===== config.mk =====
export PLATFORM = sky130hd
export DESIGN_NAME = ntt_poly_scheduler
export DESIGN_NICKNAME = d
export VERILOG_FILES = /design/src/rtl/ntt_poly_scheduler.sv
export SDC_FILE = /design/constraint.sdc
export NUM_CORES = 1
export LEC_CHECK = 0
export CORE_MARGIN = 5
export CORE_UTILIZATION = 35
export DETAILED_ROUTE_END_ITERATION = 7
export PLACE_DENSITY_LB_ADDON = 0.08
export REMOVE_ABC_BUFFERS = 1
export SLEW_MARGIN = 20
export SYNTH_ARGS = -nofsm -noshare
export SYNTH_HDL_FRONTEND = slang
export SYNTH_SLANG_ARGS = --single-unit

===== constraint.sdc =====
create_clock -name clk -period 7.4 [get_ports clk]
set_input_delay 1.48 -clock clk [delete_from_list [all_inputs] [get_ports clk]]
set_output_delay 1.48 -clock clk [all_outputs]
set_load 0.1 [all_outputs]

===== src/rtl/ntt_poly_scheduler.sv =====
// Job sequencer for the NTT engine: launches one engine run per polynomial, relocates engine
// RAM addresses to the current polynomial and hands the RAM to the host port when idle.
module ntt_poly_scheduler #(
  parameter int unsigned CNT_W   = 4,
  parameter int unsigned TIMEOUT = 4095
) (
  input  logic             clk,
  input  logic             rst_n,
  input  logic             cmd_valid,
  output logic             cmd_ready,
  input  logic [15:0]      cmd_base,
  input  logic [CNT_W-1:0] cmd_count,
  output logic             busy,
  output logic             job_done,
  output logic             job_err,
  output logic [CNT_W-1:0] poly_idx,
  output logic             start_NTT,
  input  logic             done_NTT,
  input  logic [15:0]      eng_A0,
  input  logic [15:0]      eng_A1,
  input  logic [23:0]      eng_D0,
  input  logic [23:0]      eng_D1,
  input  logic             eng_WEB0,
  input  logic             eng_WEB1,
  output logic [15:0]      A0,
  output logic [15:0]      A1,
  output logic [23:0]      D0,
  output logic [23:0]      D1,
  output logic             WEB0,
  output logic             WEB1,
  input  logic [23:0]      Q1,
  input  logic             host_req,
  input  logic             host_we,
  input  logic [15:0]      host_addr,
  input  logic [23:0]      host_wdata,
  output logic             host_gnt,
  output logic [23:0]      host_rdata
);

  localparam int unsigned TW = $clog2(TIMEOUT + 1);

  typedef enum logic [2:0] {StIdle, StLaunch, StRun, StNext, StDone} state_e;

  state_e           state_q, state_d;
  logic [15:0]      base_q, base_d;
  logic [CNT_W-1:0] count_q, count_d;
  logic [CNT_W-1:0] poly_idx_q, poly_idx_d;
  logic [TW-1:0]    tmo_q, tmo_d;
  logic             err_d;
  logic             start_q, done_q, err_q, busy_q;
  logic             eng_sel;
  logic [15:0]      reloc;
  logic             unused_addr_hi;

  assign unused_addr_hi = ^{eng_A0[15:8], eng_A1[15:8]};

  always_comb begin
    state_d    = state_q;
    base_d     = base_q;
    count_d    = count_q;
    poly_idx_d = poly_idx_q;
    tmo_d      = tmo_q;
    err_d      = 1'b0;
    unique case (state_q)
      StIdle: begin
        if (cmd_valid && cmd_ready) begin
          base_d     = cmd_base;
          count_d    = cmd_count;
          poly_idx_d = '0;
          state_d    = (cmd_count == '0) ? StDone : StLaunch;
        end
      end
      StLaunch: begin
        tmo_d   = '0;
        state_d = StRun;
      end
      StRun: begin
        tmo_d = tmo_q + 1'b1;
        if (done_NTT) begin
          state_d = StNext;
        end else if (tmo_q == TW'(TIMEOUT - 1)) begin
          // TIMEOUT cycles spent in RUN without a completion
          err_d   = 1'b1;
          state_d = StDone;
        end
      end
      StNext: begin
        if (poly_idx_q == count_q - 1'b1) begin
          state_d = StDone;
        end else begin
          poly_idx_d = poly_idx_q + 1'b1;
          state_d    = StLaunch;
        end
      end
      StDone:  state_d = StIdle;
      default: state_d = StIdle;
    endcase
  end

  always_ff @(posedge clk or negedge rst_n) begin
    if (!rst_n) begin
      state_q    <= StIdle;
      base_q     <= '0;
      count_q    <= '0;
      poly_idx_q <= '0;
      tmo_q      <= '0;
      start_q    <= 1'b0;
      done_q     <= 1'b0;
      err_q      <= 1'b0;
      busy_q     <= 1'b0;
    end else begin
      state_q    <= state_d;
      base_q     <= base_d;
      count_q    <= count_d;
      poly_idx_q <= poly_idx_d;
      tmo_q      <= tmo_d;
      // Pulse outputs track the state being entered so they line up with that state
      start_q    <= (state_d == StLaunch);
      done_q     <= (state_d == StDone);
      err_q      <= err_d;
      busy_q     <= (state_d != StIdle);
    end
  end

  assign start_NTT = start_q;
  assign job_done  = done_q;
  assign job_err   = err_q;
  assign busy      = busy_q;
  assign poly_idx  = poly_idx_q;

  assign host_gnt   = rst_n & host_req & (state_q == StIdle);
  assign cmd_ready  = rst_n & ~host_req & (state_q == StIdle);
  assign host_rdata = Q1;

  assign eng_sel = (state_q == StLaunch) || (state_q == StRun) || (state_q == StNext);
  assign reloc   = base_q + 16'({poly_idx_q, 8'h00});

  always_comb begin
    A0   = 16'h0000;
    D0   = 24'h000000;
    WEB0 = 1'b1;
    A1   = host_addr;
    D1   = host_wdata;
    WEB1 = ~(host_gnt & host_we);
    if (eng_sel) begin
      A0   = reloc + {8'h00, eng_A0[7:0]};
      D0   = eng_D0;
      WEB0 = eng_WEB0;
      A1   = reloc + {8'h00, eng_A1[7:0]};
      D1   = eng_D1;
      WEB1 = eng_WEB1;
    end
    if (!rst_n) begin
      WEB0 = 1'b1;
      WEB1 = 1'b1;
    end
  end

endmodule


==> key figures <==
Place
  – Placer Congestion: 0.860
  – Placed cells: 855
  – Port Buffers: 223
  – HPWL after DPL: 12.9 mm

GRT
  – Total gr overflow: 0
  – Met2 global-route usage: 0.364
  – Met3 track demand over resource: 0.0706
  – Vias in the first global route: 4334
  – All-Layer GR Usage: 0.215
  – Antenna violations before repair: 0
  – First-pass GRT wire length: 24.1 mm
  – Largest net degree at the start of global routing: 59
  – Grt peak-use layer: met2
  – Met1 Usage GRT: 0.266

Die
  – Chip height: 118 um
  – Boundary pin count: 288
  – Initial Utilization: 0.357
  – Die X-Extent: 118 um
  – Std-Cell Rows: 39
  – Core Region: 0.0114 sq mm
  – Die ar.: 0.0138 sq mm

Critical path
  – Worst reg-to-reg setup slack: 4.90 ns
  – Worst EP arrival: 4.67 ns
  – CP Max Fanout: 3
  – Critical Path RT: 5.92 ns
  – Endpoint type of the worst setup path: output pin
  – Crit path kind: in2out
  – Startpoint types: primary input

Route
  – Final WL: 15.6 mm
  – Avg WL per Cell: 18.0 um
  – Vias/cell: 4.95
  – DRC viols: 0
  – Detail Route Antenna Nets: 0
  – Vias post-DR: 4273
  – Initial drt markers: 157
  – 1st-pass router iterations: 4

Clock network
  – CTS tree: built
  – Sink Count: 43
  – CTS Buf Count: 5
  – H-tree Lvls: 2
  – Clk buf depth: 2
  – Worst-Skew Late Latency: 0.28 ns
  – Post-cts repair resize count: 0
  – Hold buffer count at cts: 0
  – CTS root buf: clkbuf_16
  – Total setup buffers inserted after CTS: 0
  – Clk slew on worst S/H paths: 0.06 ns

Timing
  – Final period utilization: 0.831
  – Setup TNS: 0 ns
  – Slew margin rel.: 0.311
  – Fin crit period: 6.15 ns
  – RSZ-0062 raised after global routing: false
  – Final Hold Viols: 0
  – Slew @ Worst Pin: 1.03 ns
  – Fmax: 0.163 GHz
  – Hold Slack: 0.483 ns
  – Max-slew violation count: 0
  – Final Skew: 0.00494 ns
  – Final setup viols: 0

Synth
  – Post-synth EDFFs: 0
  – Synth Instances: 531
  – Synthesized area: 0.00406 sq mm
  – Library cells used by synthesis: 61
  – Avg Cell Area, Syn: 7.64 sq um
  – Synth area leader: dfrtp_1
  – Ys Warns: 0
  – Primary FF master, synth: dfrtp_1
  – Sequential share of the synthesized area: 0.265
  – Ys async rst share: 1.00
  – Synth area leaders: dfrtp_1, nand2_1, ha_1
  – Post-synth top area share: 0.265
  – #FFs+latches synth: 43

Cells and area
  – Non-Filler Instances: 863
  – Share of cells above drive strength 1: 0.0667
  – Fin util: 0.559
  – Commonest non-fill, non-tap cell in the layout: clkdlybuf4s50_1
  – Final #Nets: 918
  – Area Growth Syn to Fin: 56.6%
  – Ant. Diodes: 0
  – Most frequent cells in the layout: clkdlybuf4s50_1, nand2_1, dfrtp_1, o21ai_0, nor2_1

Outcome
  – Outcome: finished, final reports clean

Worst hold path
  – Hold Crit Class: reg2reg

Run
  – Max_cap viols: 0
-- registers in the layout (all words and copies together), names as in the netlist --
signal	cells
state_q	3
tmo_q	12
start_NTT	1
poly_idx	4
busy	1
base_q	16
job_done	1
count_q	4
job_err	1
-- cell type report --
class | instances | area [sq um]
Fill cell | 1069 | 5010
Timing Repair Buffer | 226 | 2220
Inverter | 9 | 33.8
Tap cell | 143 | 179
Multi-Input combinational cell | 434 | 2690
Sequential cell | 43 | 1080
Clock buffer | 8 | 156
-- cells in the mapped netlist, types with 2 or more instances --
library cell and n:
a2111oi_4 2, a211oi_1 7, a21o_1 5, a21oi_1 12, a221o_2 2, a31oi_1 3, and2_1 28, buf_2 4
buf_4 24, clkbuf_1 17, dfrtp_1 43, fa_1 3, ha_1 24, inv_1 9, mux2i_1 2, nand2_1 166
nand2b_1 3, nand3_1 6, nand3b_1 3, nand4_1 7, nor2_1 30, nor2b_1 3, nor3_1 3, nor3_2 2
nor4_1 2, o211ai_1 5, o21a_1 7, o21ai_0 36, o21ai_1 2, o31ai_1 5, or2_2 2, or3_1 6
xnor2_1 17, xor2_1 13, xor2_2 2
-- per-stage QoR --
| step | setup slack, ns | cell area [sq um] |
|---|---|---|
| 2_1_floorplan | 0.817 | 3790 |
| 3_3_place_gp | 1.27 | 6200 |
| 3_5_place_dp | 1.28 | 6200 |
| 4_1_cts | 1.28 | 6360 |
| 5_1_grt | 1.19 | 6360 |
| 6_report | 1.25 | 6360 |
-- routing by layer --
metal | vias up | routed length [um]
met3 | 13 | 1190
met4 | 2 | 172
met1 | 1942 | 6670
met2 | 167 | 7480
li1 | 2149 | -
met5 | - | 48
-- cells by family after synthesis --
kind of cell / count (synthesis) / share of synthesized area
xor+xnor: 32 / 0.0728
fa+ha+maj: 27 / 0.0888
flops: 43 / 0.265
mux: 3 / 0.00771
simple gates: 274 / 0.321
compound gates: 98 / 0.171
buf+inv: 54 / 0.0734
-- worst paths after layout --
path / from / end / cells past startpoint
max: eng_A0[0] / A0[6] / 9
min: base_q[11] / base_q[11] / 2
max reg2reg: state_q[1] / poly_idx[0] / 6
min reg2reg: base_q[11] / base_q[11] / 2
max in group asynchronous: rst_n / base_q[0] / 2
min in group asynchronous: rst_n / tmo_q[0] / 2
-- critical path: stages --
cell             delay, ns
clkdlybuf4s50_1       0.43
ha_1                  0.25
fa_1                  0.41
a21o_1                0.24
a211o_1               0.30
a21oi_1               0.18
xor2_1                0.10
nor2_1                0.14
clkdlybuf4s50_1       1.16
Power is left out: the tool's default activity adds up to more than one toggle a clock period on the data nets, which glitch-free logic cannot reach.
